File: config.mk
export PLATFORM = sky130hd
export DESIGN_NAME = uart_cmd_deframer
export DESIGN_NICKNAME = d
export VERILOG_FILES = /design/src/rtl/uart_cmd_deframer_pkg.sv /design/src/rtl/uart_cmd_deframer_payload_buf.sv /design/src/rtl/uart_cmd_deframer.sv
export SDC_FILE = /design/constraint.sdc
export NUM_CORES = 1
export LEC_CHECK = 0
export BUFFER_PORTS_ARGS = -buffer_cell sky130_fd_sc_hd__buf_2
export CAP_MARGIN = 5
export CORE_MARGIN = 5
export CORE_UTILIZATION = 40
export DETAILED_ROUTE_END_ITERATION = 8
export PLACE_DENSITY = 0.7
export SLEW_MARGIN = 0
export SYNTH_ARGS = -nofsm -noshare
export SYNTH_HDL_FRONTEND = slang
export SYNTH_SLANG_ARGS = --single-unit
File: constraint.sdc
create_clock -name clk -period 2.2 [get_ports clk]
set_input_delay 0.44 -clock clk [delete_from_list [all_inputs] [get_ports clk]]
set_output_delay 0.44 -clock clk [all_outputs]
set_load 0.02 [all_outputs]
File: src/rtl/uart_cmd_deframer_pkg.sv
// Shared frame-format constants, parser state encoding and checksum helper
// for the UART command deframer.
package uart_cmd_deframer_pkg;

    localparam logic [7:0] SYNC_DEFAULT = 8'hA5;

    // ADDR byte layout: {addr[6:0], rw}
    localparam int ADDR_MSB    = 7;
    localparam int ADDR_LSB    = 1;
    localparam int ADDR_RW_BIT = 0;

    typedef enum logic [2:0] {
        ST_HUNT    = 3'd0,
        ST_ADDR    = 3'd1,
        ST_LEN     = 3'd2,
        ST_PAYLOAD = 3'd3,
        ST_CHK     = 3'd4,
        ST_ISSUE   = 3'd5,
        ST_STREAM  = 3'd6
    } deframe_state_e;

    function automatic logic [7:0] chk_fold(input logic [7:0] acc, input logic [7:0] b);
        return acc ^ b;
    endfunction

endpackage

File: src/rtl/uart_cmd_deframer_payload_buf.sv
// Write-payload holding buffer: simple dual-port RAM, synchronous write,
// combinational read, so STREAM can present the next byte without a bubble.
module uart_cmd_deframer_payload_buf #(
    parameter int DEPTH = 16,
    parameter int AW    = 4
) (
    input  logic          clk,
    input  logic          we,
    input  logic [AW-1:0] waddr,
    input  logic [7:0]    wdata,
    input  logic [AW-1:0] raddr,
    output logic [7:0]    rdata
);

    logic [7:0] mem_r [DEPTH];

    // Payload capture port; contents are only consumed after a full checked frame
    always_ff @(posedge clk) begin
        if (we) begin
            mem_r[waddr] <= wdata;
        end
    end

    assign rdata = mem_r[raddr];

endmodule

File: src/rtl/uart_cmd_deframer.sv
// Deframes host command packets from a FWFT UART RX FIFO into checked I2C
// descriptors and a buffered write-payload stream.
module uart_cmd_deframer
    import uart_cmd_deframer_pkg::*;
#(
    parameter int         DATA_WIDTH     = 8,
    parameter logic [7:0] SYNC_BYTE      = SYNC_DEFAULT,
    parameter int         MAX_LEN        = 16,
    parameter int         TIMEOUT_CYCLES = 1000000
) (
    input  logic                  clk,
    input  logic                  rst_n,
    input  logic                  rx_avail,
    input  logic [DATA_WIDTH-1:0] rx_data,
    output logic                  rx_rd,
    output logic                  cmd_valid,
    input  logic                  cmd_ready,
    output logic [6:0]            cmd_addr,
    output logic                  cmd_rw,
    output logic [7:0]            cmd_len,
    output logic                  wdata_valid,
    input  logic                  wdata_ready,
    output logic [DATA_WIDTH-1:0] wdata,
    output logic                  wdata_last,
    output logic                  frame_err,
    output logic [7:0]            err_count
);

    localparam int             AW        = (MAX_LEN > 1) ? $clog2(MAX_LEN) : 1;
    localparam int             TW        = $clog2(TIMEOUT_CYCLES + 1);
    localparam logic [TW-1:0]  TO_LAST   = TW'(TIMEOUT_CYCLES - 1);
    localparam logic [7:0]     MAX_LEN_B = 8'(MAX_LEN);

    deframe_state_e state_r, state_nxt;

    logic [6:0]    addr_r;
    logic          rw_r;
    logic [7:0]    len_r;
    logic [7:0]    chk_r;
    logic [7:0]    cnt_r;
    logic [7:0]    rd_ptr_r;
    logic [TW-1:0] to_cnt_r;
    logic          cmd_valid_r;
    logic          wdata_valid_r;
    logic [7:0]    wdata_r;
    logic          wdata_last_r;
    logic          frame_err_r;
    logic [7:0]    err_count_r;

    logic          rx_rd_s;
    logic          err_s;
    logic          timeout_s;
    logic          in_frame_s;
    logic          buf_we_s;
    logic [7:0]    buf_rdata_s;

    assign in_frame_s = (state_r == ST_ADDR) || (state_r == ST_LEN) ||
                        (state_r == ST_PAYLOAD) || (state_r == ST_CHK);
    assign timeout_s  = (to_cnt_r == TO_LAST);
    assign buf_we_s   = (state_r == ST_PAYLOAD) && rx_rd_s;

    uart_cmd_deframer_payload_buf #(
        .DEPTH (MAX_LEN),
        .AW    (AW)
    ) u_payload_buf (
        .clk   (clk),
        .we    (buf_we_s),
        .waddr (cnt_r[AW-1:0]),
        .wdata (rx_data),
        .raddr (rd_ptr_r[AW-1:0]),
        .rdata (buf_rdata_s)
    );

    // Parser state register
    always_ff @(posedge clk or negedge rst_n) begin
        if (!rst_n) begin
            state_r <= ST_HUNT;
        end else begin
            state_r <= state_nxt;
        end
    end

    // Next-state, pop strobe and discard decision; a frame state with an empty FIFO may time out
    always_comb begin
        state_nxt = state_r;
        rx_rd_s   = 1'b0;
        err_s     = 1'b0;
        case (state_r)
            ST_HUNT: begin
                rx_rd_s = rx_avail;
                if (rx_avail && (rx_data == SYNC_BYTE)) state_nxt = ST_ADDR;
                else                                    state_nxt = ST_HUNT;
            end
            ST_ADDR: begin
                rx_rd_s = rx_avail;
                if (rx_avail)       state_nxt = ST_LEN;
                else if (timeout_s) begin state_nxt = ST_HUNT; err_s = 1'b1; end
                else                state_nxt = ST_ADDR;
            end
            ST_LEN: begin
                rx_rd_s = rx_avail;
                if (rx_avail) begin
                    if (!rw_r && (rx_data > MAX_LEN_B))       begin state_nxt = ST_HUNT; err_s = 1'b1; end
                    else if (!rw_r && (rx_data != 8'd0))      state_nxt = ST_PAYLOAD;
                    else                                      state_nxt = ST_CHK;
                end else if (timeout_s) begin
                    state_nxt = ST_HUNT;
                    err_s     = 1'b1;
                end else begin
                    state_nxt = ST_LEN;
                end
            end
            ST_PAYLOAD: begin
                rx_rd_s = rx_avail;
                if (rx_avail) begin
                    if (cnt_r == (len_r - 8'd1)) state_nxt = ST_CHK;
                    else                         state_nxt = ST_PAYLOAD;
                end else if (timeout_s) begin
                    state_nxt = ST_HUNT;
                    err_s     = 1'b1;
                end else begin
                    state_nxt = ST_PAYLOAD;
                end
            end
            ST_CHK: begin
                rx_rd_s = rx_avail;
                if (rx_avail) begin
                    if (rx_data == chk_r) state_nxt = ST_ISSUE;
                    else                  begin state_nxt = ST_HUNT; err_s = 1'b1; end
                end else if (timeout_s) begin
                    state_nxt = ST_HUNT;
                    err_s     = 1'b1;
                end else begin
                    state_nxt = ST_CHK;
                end
            end
            ST_ISSUE: begin
                if (cmd_ready) begin
                    if (!rw_r && (len_r != 8'd0)) state_nxt = ST_STREAM;
                    else                          state_nxt = ST_HUNT;
                end else begin
                    state_nxt = ST_ISSUE;
                end
            end
            ST_STREAM: begin
                if (wdata_valid_r && wdata_ready && wdata_last_r) state_nxt = ST_HUNT;
                else                                              state_nxt = ST_STREAM;
            end
            default: begin
                state_nxt = ST_HUNT;
            end
        endcase
    end

    // Frame fields, running XOR, buffer pointers, timeout and error bookkeeping
    always_ff @(posedge clk or negedge rst_n) begin
        if (!rst_n) begin
            addr_r        <= 7'd0;
            rw_r          <= 1'b0;
            len_r         <= 8'd0;
            chk_r         <= 8'd0;
            cnt_r         <= 8'd0;
            rd_ptr_r      <= 8'd0;
            to_cnt_r      <= '0;
            cmd_valid_r   <= 1'b0;
            wdata_valid_r <= 1'b0;
            wdata_r       <= 8'd0;
            wdata_last_r  <= 1'b0;
            frame_err_r   <= 1'b0;
            err_count_r   <= 8'd0;
        end else begin
            frame_err_r <= err_s;
            if (err_s && (err_count_r != 8'hFF)) begin
                err_count_r <= err_count_r + 8'd1;
            end
            if (rx_rd_s || !in_frame_s) begin
                to_cnt_r <= '0;
            end else if (to_cnt_r != TO_LAST) begin
                to_cnt_r <= to_cnt_r + TW'(1);
            end
            case (state_r)
                ST_HUNT: begin
                    cnt_r    <= 8'd0;
                    rd_ptr_r <= 8'd0;
                end
                ST_ADDR: begin
                    if (rx_rd_s) begin
                        addr_r <= rx_data[ADDR_MSB:ADDR_LSB];
                        rw_r   <= rx_data[ADDR_RW_BIT];
                        chk_r  <= rx_data;
                    end
                end
                ST_LEN: begin
                    if (rx_rd_s) begin
                        len_r <= rx_data;
                        chk_r <= chk_fold(chk_r, rx_data);
                    end
                end
                ST_PAYLOAD: begin
                    if (rx_rd_s) begin
                        chk_r <= chk_fold(chk_r, rx_data);
                        cnt_r <= cnt_r + 8'd1;
                    end
                end
                ST_CHK: begin
                    if (state_nxt == ST_ISSUE) begin
                        cmd_valid_r <= 1'b1;
                    end
                end
                ST_ISSUE: begin
                    if (cmd_ready) begin
                        cmd_valid_r <= 1'b0;
                        if (state_nxt == ST_STREAM) begin
                            wdata_valid_r <= 1'b1;
                            wdata_r       <= buf_rdata_s;
                            wdata_last_r  <= (len_r == 8'd1);
                            rd_ptr_r      <= 8'd1;
                        end
                    end
                end
                ST_STREAM: begin
                    if (wdata_valid_r && wdata_ready) begin
                        if (wdata_last_r) begin
                            wdata_valid_r <= 1'b0;
                            wdata_last_r  <= 1'b0;
                        end else begin
                            wdata_r      <= buf_rdata_s;
                            wdata_last_r <= (rd_ptr_r == (len_r - 8'd1));
                            rd_ptr_r     <= rd_ptr_r + 8'd1;
                        end
                    end
                end
                default: ;
            endcase
        end
    end

    assign rx_rd       = rx_rd_s;
    assign cmd_valid   = cmd_valid_r;
    assign cmd_addr    = addr_r;
    assign cmd_rw      = rw_r;
    assign cmd_len     = len_r;
    assign wdata_valid = wdata_valid_r;
    assign wdata       = wdata_r;
    assign wdata_last  = wdata_last_r;
    assign frame_err   = frame_err_r;
    assign err_count   = err_count_r;

endmodule
**Yosys cells after proc, flatten, opt, wreduce, memory -nomap -nowiden**

Memories as Yosys holds them, arrays and structs flattened.
Index checks and enable logic that the tools add are counted.

- Multiply operators: 0
- $add $sub $neg: 5
- Reductions and logical operators: 35
- Divide/modulo/power cells: 0
- Shift-type cells: 0
- Equality and inequality tests: 25
- Bitwise operators: 1
- Magnitude comparators: 1
- Muxes and demuxes: 57

Operators with widths:

| kind | count |
|---|---|
| 8-bit 2-to-1 mux | 11 |
| 8-bit one-hot mux with 2 select lines | 3 |
| 20-bit 2-to-1 mux | 2 |
| 3-bit 2-to-1 mux | 11 |
| 8-bit by 1-bit adder with 8-bit output (second input constant) | 3 |
| 8-bit == test | 3 |
| 8-bit one-hot mux with 3 select lines | 1 |
| 1-bit 2-to-1 mux | 21 |
| 3-bit one-hot mux with 7 select lines | 1 |
| 20-bit by 1-bit adder with 20-bit output (second input constant) | 1 |
| 20-bit == test (second input constant) | 1 |
| 20-bit != test (second input constant) | 1 |
| 8-bit nonzero test | 2 |
| 3-bit == test (second input constant) | 5 |
| 5-bit AND reduction | 3 |
| 2-bit != test (second input constant) | 7 |
| 2-bit nonzero test | 5 |
| 8-bit by 1-bit == test with 1-bit output (second input constant) | 1 |
| 8-bit == test (second input constant) | 1 |
| 8-bit by 5-bit > comparator with 1-bit output (second input constant) | 1 |
| 1-bit logical AND | 8 |
| 8-bit != test (second input constant) | 1 |
| 8-bit by 1-bit subtractor with 8-bit output (second input constant) | 1 |
| 8-bit XOR | 1 |
| 15 further kinds | 29 |

- Input port bits: 13
- Bits in writable memories: 128
- Memories kept: 1
- Memory bits (read-only): 0
- Latch bits: 0
- Register bits: 83
- Word-level logic and storage cells: 139
- Output and inout bits: 37

Memory list:

| name | depth | width | rd ports | clocked after Yosys merged registers in | wr ports | RTL line | source |
|---|---|---|---|---|---|---|---|
| u_payload_buf.mem_r | 16 | 8 | 1 | 0 | 1 | uart_cmd_deframer_payload_buf.sv:15 | `logic [7:0] mem_r [DEPTH];` |

**Longest topological paths before layout**

Gate-level depths: netlist of the first run.

- Word-level depth: 10
- Mapped depth: 8
- Depth with buffers taken out: 8

**By module**

Synthesis of the first run repeated with hierarchy kept, for this count alone.

- Cell total of the unflattened synthesis: 669
- Area total of the unflattened synthesis: 9554.2 um2

Modules (own cells, without submodules):

| module | cells each | area an instance (um2) | times used | sequential area each (um2) |
|---|---|---|---|---|
| uart_cmd_deframer_payload_buf | 221 | 4987.3 | 1 | 3843.7 |
| uart_cmd_deframer | 448 | 4566.9 | 1 | 2077.0 |

**Worst setup path after synthesis of the first run**

No wires, ideal clock.

- Path type: flip-flop to flip-flop
- Start: register rd_ptr_r[0]
- End: register wdata_r[1], in the netlist wdata[1]
- Path buffers: 2
- Stages on the path, launching flop included: 6
- Data arrival time: 2133 ps
- Setup time: 125 ps
- Slack: -58 ps
- Clock period less this slack: 2258 ps
- Data required time: 2075 ps
- Path through: dfrtp_1 -> buf_2 -> buf_2 -> mux4_2 -> mux4_2 -> mux2_2

- Word-level cells in the longest chain between the ends: 4
- Elaborated cells on any way between the ends: 6
- Classes of those cells: mux: 5; memory: 1

Ends and longest elaborated chain:

| what | RTL line | source |
|---|---|---|
| from (decl) | uart_cmd_deframer.sv:41 | `logic [7:0] rd_ptr_r;` |
| from (signal assigned) | uart_cmd_deframer.sv:229 | `rd_ptr_r <= rd_ptr_r + 8'd1;` |
| memory read 16 x 8 bit (*) | -- |  |
| 8-bit 2-to-1 mux, on equally long branches | uart_cmd_deframer.sv:223, uart_cmd_deframer.sv:213 |  |
| 8-bit 2-to-1 mux, on equally long branches | uart_cmd_deframer.sv:222, uart_cmd_deframer.sv:211 |  |
| 8-bit one-hot mux with 2 select lines (*) | uart_cmd_deframer.sv:181 | `case (state_r)` |
| to (signal assigned) | uart_cmd_deframer.sv:215 | `wdata_r <= buf_rdata_s;` |
| to (signal assigned) | uart_cmd_deframer.sv:227 | `wdata_r <= buf_rdata_s;` |
| to (decl) | uart_cmd_deframer.sv:45 | `logic [7:0] wdata_r;` |

Mark *: on every way between the ends. The rest lies on a longest branch, timed or not. The select of a mux whose other input is x is not followed.
A chain may end at the register's enable or synchronous reset.

**Worst setup path after layout of the first run**

- Start: register to_cnt_r[10]
- End: register err_count_r[6], in the netlist err_count[6]

- Word-level cells in the longest chain between the ends: 5
- Elaborated cells on any way between the ends: 7
- Classes of those cells: eq/ne: 1; mux: 5; reduce/logical: 1

Ends and longest elaborated chain:

| what | RTL line | source |
|---|---|---|
| from (decl) | uart_cmd_deframer.sv:42 | `logic [TW-1:0] to_cnt_r;` |
| from (signal assigned) | uart_cmd_deframer.sv:179 | `to_cnt_r <= to_cnt_r + TW'(1);` |
| 20-bit == test (*) | uart_cmd_deframer.sv:59 | `assign timeout_s = (to_cnt_r == TO_LAST);` |
| 1-bit 2-to-1 mux (*) | -- |  |
| 1-bit 2-to-1 mux, on equally long branches | uart_cmd_deframer.sv:127, uart_cmd_deframer.sv:102, uart_cmd_deframer.sv:115 |  |
| 1-bit one-hot mux with 3 select lines (*) | uart_cmd_deframer.sv:88 | `case (state_r)` |
| 1-bit logical AND (*) | uart_cmd_deframer.sv:173 | `if (err_s && (err_count_r != 8'hFF)) begin` |
| to (signal assigned) | uart_cmd_deframer.sv:174 | `err_count_r <= err_count_r + 8'd1;` |
| to (decl) | uart_cmd_deframer.sv:48 | `logic [7:0] err_count_r;` |

Mark *: on every way between the ends. The rest lies on a longest branch, timed or not.

==> results of run 1 <==
## area by class of cell
class	instances	area [um^2]	area share [%]
clock buffer	24	579.3	5.008
clock inverter	18	163.9	1.417
inverter	8	30.03	0.2596
multi-input combinational	423	3472	30.01
sequential	211	5923	51.20
tap	319	399.1	3.450
timing repair buffer	138	1001	8.652
## where the power goes
group	leakage [nW]	internal, mW	switching, mW
clock	0.358	2.17	1.59
combinational	1.81	0.339	0.468
sequential	2.27	4.32	0.0921
## worst max path at each step
stage          depth (start not counted)                       end                     start  slack, ns
3_3_place_gp                           7      state_r[1]$_DFF_PN0_   to_cnt_r[6]$_DFFE_PN0P_     -0.008
2_1_floorplan                          6  err_count[6]$_DFFE_PN0P_   to_cnt_r[6]$_DFFE_PN0P_      0.001
5_1_grt                                7  err_count[7]$_DFFE_PN0P_  to_cnt_r[10]$_DFFE_PN0P_      -0.05
4_1_cts                                6  err_count[6]$_DFFE_PN0P_   to_cnt_r[7]$_DFFE_PN0P_      0.003
3_5_place_dp                           7      state_r[0]$_DFF_PN0_   to_cnt_r[6]$_DFFE_PN0P_      -0.06
6_report                               6  err_count[6]$_DFFE_PN0P_  to_cnt_r[10]$_DFFE_PN0P_       0.08
## state kept, by name, indices dropped and copies added (netlist names), 3 cells and up
| name | flops |
|---|---|
| u_payload_buf.mem_r | 128 |
| to_cnt_r | 20 |
| chk_r | 8 |
| cmd_len | 8 |
| cnt_r | 8 |
| err_count | 8 |
| rd_ptr_r | 8 |
| wdata | 8 |
| cmd_addr | 7 |
| state_r | 3 |
## metal layers
layer	track usage [%]	up-vias	share of wire (%)
met2	26.87	140	48
met1	22.40	2997	43
met3	3.563	38	5.6
met5	0	-	0.032
met4	4.956	2	2.5
li1	-	2774	-
## cell families (layout without fill, tap and decap cells)
kind of cell / Yosys count / count (layout) / share of synthesized area, %
multiplexers: 66 / 66 / 12.54
flip-flops: 211 / 211 / 62.25
AND/OR/NAND/NOR: 218 / 218 / 11.71
buffers and inverters: 37 / 188 / 1.697
adder cells (fa/ha/maj): 10 / 10 / 1.316
AO/OA/AOI/OAI: 63 / 63 / 4.250
XOR/XNOR: 66 / 66 / 6.236
## what timing repair did
| item | in CTS | in global routing |
|---|---|---|
| resized for setup | 1 | 12 |
| cloned | 0 | 0 |
| pin swaps | 1 | 8 |
| hold buffers | 1 | 0 |
| setup endpoints to repair | 6 | 19 |
| hold endpoints to repair | 16 | 0 |
| buffers inserted | 1 | 1 |
## stage by stage
step                      util (%)  setup TNS (ns)  power (mW)  instance area, um^2  hold WS, ns
final                        49.29               0       8.978                11570       0.2261
after global routing         49.29         -0.1161       9.342                11570       0.1949
after CTS                    49.07               0       9.058                11520       0.1918
after detailed placement     45.81         -0.1811       5.301                10750       0.3690
after global placement       45.81        -0.01904       5.284                10750       0.3599
after floorplan                  -               0       4.943                 9520       0.1444
## layout by cell type (no fill, tap or decap), types with 7 or more instances in the layout
cell type | synthesis | layout
o21ai_0 | 29 | 28
nand2_1 | 51 | 51
mux4_2 | 40 | 40
dfrtp_1 | 83 | 81
mux2_2 | 24 | 24
a21oi_1 | 9 | 9
xor2_1 | 39 | 39
buf_2 | 5 | 48
xnor2_1 | 26 | 26
nor2_1 | 58 | 56
nand3_1 | 25 | 24
clkbuf_16 | 0 | 23
and3_1 | 7 | 7
buf_4 | 0 | 81
inv_1 | 8 | 8
nand2b_1 | 9 | 9
nor3_1 | 17 | 16
ha_1 | 10 | 9
edfxtp_1 | 128 | 128
nand4_1 | 9 | 9
## worst reg2reg max path: cells and delay by family, from the launching register on
family           cells  cell delay (ns)
and+or+nand+nor      5             1.30
DFF                  1             0.38
muxes                1             0.31
==> flow_metrics.tcl, run 1 <==
set metrics [dict create \
    dp_slack_ns -0.06004 \
    max-slew-margin-rel_pct 61.85 \
    path_delay_family "simple AND/OR/NAND/NOR gates" \
    hold_violations 0 \
    layout.nets 828 \
    power_density_nw_per_um2 776.1 \
    r2r_end "err_count[6]$_DFFE_PN0P_" \
    crit_path_start_kind "flip-flop" \
    die_y_um 164.2 \
    cap_violations 0 \
    vias_per_cell 5.216 \
    endpoint_kind "flip-flop" \
    grt_pass1_vias 6112 \
    synthCells 671 \
    place.gp.congestion 0.8338 \
    leakage_nw 4.446 \
    drt_iter0_drc 506 \
    cts_sinks 211 \
    max_freq_mhz 472.3 \
    cts_buffer_depth 3 \
    skew_ns 0.01132 \
    hpwl_um 15120 \
    rsz0062_at_grt "true" \
    path_cells "or4b_4 -> nor4_4 -> and2b_2 -> nor2_1 -> nor3_2 -> mux2_4" \
    nFillCells 1993 \
    grt_max_degree 44 \
    initial_core_util_pct 40.52 \
    synth_edf_count 128 \
    r2r_cells 6 \
    crit_buf_inv 0 \
    ir_drop_v 0.0005150 \
    drive_above_1_share_pct 32.48 \
    synth_top_area_share_pct 40.42 \
    crit_type "flip-flop to flip-flop" \
    post_drt_wl_per_cell_um 19.01 \
    areaGrowthSynthToFinish_pct 21.64 \
    coreArea_um2 23470 \
    io-pin-count 50 \
    rrSetupSlack_ns 0.08 \
    synth_most_common_cell "edfxtp_1" \
    max_stage_delay_ns 0.55 \
    drtAntennaViolNets 0 \
    clk_pin_slew_ns 0.06 \
    hold_depth 1 \
    synth_top_cell_by_area "edfxtp_1" \
    crit_required_ns 2.58 \
    drv_slew 0 \
    clk_latency_ns 0.51 \
    die_area_um2 26960 \
    setup-violations-final 0 \
    grt_pass1_wl_um 34620 \
    path_max_fanout 4 \
    first_pass_iters 4 \
    layout_worst_path_cycle_share_pct 96.24 \
    netlist_top_cells_area "edfxtp_1 40%, dfrtp_1 22%, mux4_2 9.5%, xor2_1 3.6%, mux2_2 2.8%" \
    arrival_ns 2.50 \
    io_buffers 49 \
    drc 0 \
    ys.warnings.count 0 \
    worstHoldPathType "input port to flip-flop" \
    postSynthAreaPerCell_um2 14.17 \
    hold_end "u_payload_buf.mem_r[6][2]$_DFFE_PP_" \
    yosys_most_used_dff "edfxtp_1" \
    syn_nets 694 \
    yosysSeqAreaShare_pct 62.25 \
    min_from "rx_data[2]" \
    fin_ws_ns 0.08264 \
    ctsRootBufferMaster "clkbuf_16" \
    antenna_found_initial 1 \
    htree_levels 1 \
    status "completed" \
    wirelength_um 21690 \
    fp-row-count 56 \
    r2r_start "to_cnt_r[10]$_DFFE_PN0P_" \
    dp_cells 1096 \
    netlist_top_cells_count "128 x edfxtp_1, 83 x dfrtp_1, 58 x nor2_1" \
    grt_usage_pct 16.51 \
    synth_area_um2 9510 \
    antenna_cells 0 \
    synth_cell_types 62 \
    cts_tree "done" \
    fin_cells 1141 \
    num_vias 5951 \
    period_minus_slack_ns 2.117 \
    grt_overflow 0 \
    die_w_um 164.2 \
    cts_buffers 23 \
    synthArstFlopShare_pct 39.34 \
    crit_slowest_cell "or4b_4" \
    ys_seq_elements 211 \
    tightest_slew_ns 0.5706 \
]
(Power assumes the default switching activity.)
==> run 2: changes to the inputs <==
--- a/config.mk
+++ b/config.mk
@@ -10,7 +10,7 @@
 export CORE_MARGIN = 5
 export CORE_UTILIZATION = 40
 export DETAILED_ROUTE_END_ITERATION = 8
-export PLACE_DENSITY = 0.7
+export PLACE_DENSITY = 0.69
 export SLEW_MARGIN = 0
 export SYNTH_ARGS = -nofsm -noshare
 export SYNTH_HDL_FRONTEND = slang
==> run 2 against run 1 <==
- routed wire length decreased by 1.5%
- register-to-register slack got worse by 0.05 ns
- die area unchanged
- sequential power about the same
- maximum frequency decreased by 2.4%
- largest power group unchanged
- critical path type unchanged
- combinational power decreased by 0.7%
- count of clock-buffer cells in the layout increased by 4
- first-iteration DRC count decreased by 15%
- largest cell class unchanged
- sequential share of layout area increased by 0.50 points
- highest routed layer is now met4
- cell area decreased by 0.99%
- non-clock buffer count decreased by 13
- setup slack got worse by 0.052 ns
==> flow_metrics.tcl, run 2 (synthesis results as in run 1) <==
set metrics [dict create \
    status "completed" \
    first_pass_iters 5 \
    skew_ns 0.01555 \
    clk_latency_ns 0.51 \
    tightest_slew_ns 0.5037 \
    reg_top3 "u_payload_buf.mem_r (128), to_cnt_r (20)" \
    place_area_um2 10660 \
    endpoint_kind "flip-flop" \
    vias_per_cell 5.246 \
    fin_ws_ns 0.03085 \
    cts_buffer_depth 3 \
    rsz0062_at_grt "true" \
    grt_overflow 0 \
    areaGrowthSynthToFinish_pct 20.43 \
    r2r_start "to_cnt_r[10]$_DFFE_PN0P_" \
    wirelength_um 21370 \
    num_vias 5907 \
    largest_reg_flops 128 \
    arrival_ns 2.54 \
    drt_iter0_drc 428 \
    die_w_um 164.2 \
    path_delay_family "simple AND/OR/NAND/NOR gates" \
    layout_common_cells "128 x edfxtp_1, 82 x dfrtp_1, 69 x buf_4" \
    top_register "u_payload_buf.mem_r" \
    antenna_found_initial 0 \
    cts_tree "done" \
    setup-violations-final 0 \
    coreArea_um2 23470 \
    dp_cells 1085 \
    die_area_um2 26960 \
    fp-row-count 56 \
    power_density_nw_per_um2 787.1 \
    max-slew-margin-rel_pct 66.42 \
    grt_usage_pct 16.38 \
    drv_slew 0 \
    max_freq_mhz 461.0 \
    fin_cells 1126 \
    crit_required_ns 2.58 \
    dp_slack_ns -0.02271 \
    io-pin-count 50 \
    die_y_um 164.2 \
    post_drt_wl_per_cell_um 18.98 \
    hold_depth 3 \
    hold_end "chk_r[6]$_DFFE_PN0P_" \
    cts_buffers 23 \
    path_max_fanout 5 \
    crit_buf_inv 0 \
    antenna_cells 0 \
    drc 0 \
    layout_worst_path_cycle_share_pct 98.60 \
    clk_pin_slew_ns 0.06 \
    initial_core_util_pct 40.52 \
    place.gp.congestion 0.8334 \
    grt_pass1_wl_um 34280 \
    leakage_nw 4.359 \
    io_buffers 49 \
    period_minus_slack_ns 2.169 \
    max_stage_delay_ns 0.55 \
    layout.nets 815 \
    r2r_cells 6 \
    min_from "rx_data[6]" \
    ir_drop_v 0.0004846 \
    crit_slowest_cell "or4b_4" \
    grt_max_degree 40 \
    cap_violations 0 \
    ctsRootBufferMaster "clkbuf_16" \
    crit_path_start_kind "flip-flop" \
    grt_pass1_vias 5993 \
    cts_sinks 211 \
    path_cells "or4b_4 -> nor4_4 -> and2b_2 -> nor2_1 -> nor3_2 -> mux2_1" \
    layout_commonest_cell "edfxtp_1" \
    worstHoldPathType "input port to flip-flop" \
    drtAntennaViolNets 0 \
    stdcell_area_um2 11450 \
    crit_type "flip-flop to flip-flop" \
    cp.depth 6 \
    r2r_end "err_count[6]$_DFFE_PN0P_" \
    drive_above_1_share_pct 30.36 \
    hpwl_um 14640 \
    rrSetupSlack_ns 0.03 \
    htree_levels 1 \
    hold_violations 0 \
]
[run 2: cell types whose count changed in the layout (fill, tap and decap cells not counted), sizes merged]
| cell | before | now |
|---|---|---|
| clkinv | 10 | 7 |
| clkbuf | 24 | 28 |
| clkinvlp | 4 | 1 |
| inv | 10 | 9 |
| buf | 137 | 124 |
| bufinv | 2 | 3 |
[run 2: how the worst max path moves through the flow]
stage / endpoint / slack [ns] / startpoint
2_1_floorplan: err_count[6]$_DFFE_PN0P_ / 0.001 / to_cnt_r[6]$_DFFE_PN0P_
3_3_place_gp: err_count[6]$_DFFE_PN0P_ / 0.03 / to_cnt_r[6]$_DFFE_PN0P_
3_5_place_dp: err_count[6]$_DFFE_PN0P_ / -0.02 / to_cnt_r[6]$_DFFE_PN0P_
4_1_cts: to_cnt_r[9]$_DFFE_PN0P_ / 0.01 / to_cnt_r[0]$_DFFE_PN0P_
5_1_grt: to_cnt_r[7]$_DFFE_PN0P_ / -0.05 / to_cnt_r[10]$_DFFE_PN0P_
6_report: err_count[6]$_DFFE_PN0P_ / 0.03 / to_cnt_r[10]$_DFFE_PN0P_
[run 2: metrics by stage]
step                utilization [%]  TNS (ns)  total power, mW  hold WS (ns)
finish                        48.80         0            9.015        0.2681
global placement              45.41         0            5.275        0.4551
global route                  48.80   -0.1484            9.373        0.2822
floorplan                         -         0            4.943        0.1444
CTS                           48.63         0            9.099        0.2642
detailed placement            45.41  -0.02271            5.291        0.4574
[run 2: what timing repair did]
item / in CTS / in global routing
pin swaps: 3 / 6
gates resized for setup: 1 / 9
endpoints found under the setup margin: 3 / 10
cloned: 0 / 0
buffers inserted: 1 / 1
hold buffers: 1 / 0
hold endpoints to repair: 30 / 0
[run 2: power breakdown]
part	total, mW	internal (mW)	switching, mW
Combinational	0.801	0.332	0.469
Sequential	4.42	4.32	0.0923
Clock	3.80	2.30	1.50
[run 2: layout make-up]
class                           count  area (um^2)
Clock inverter                     12        137.6
Timing Repair Buffer              125        890.9
Fill cell                        2034        12020
Tap cell                          319        399.1
Sequential cell                   211         5922
Multi-Input combinational cell    423         3470
Inverter                            8        30.03
Clock buffer                       28        604.3
[run 2: routing by layer]
metal	routed length (um)	part of all wire, %	vias up	GRT usage, %
met5	0	0	-	0
met4	500	2.3	0	4.156
met3	1022	4.8	33	2.284
met2	10310	48	161	26.48
met1	9531	45	2972	23.51
li1	-	-	2741	-
[run 2: worst min-delay path, delay by kind of cell]
| kind | cells | cell delay (ns) |
|---|---|---|
| and+or+nand+nor | 1 | 0.08 |
| xor gates and xnor gates | 1 | 0.06 |
| buffers and inverters | 1 | 0.14 |
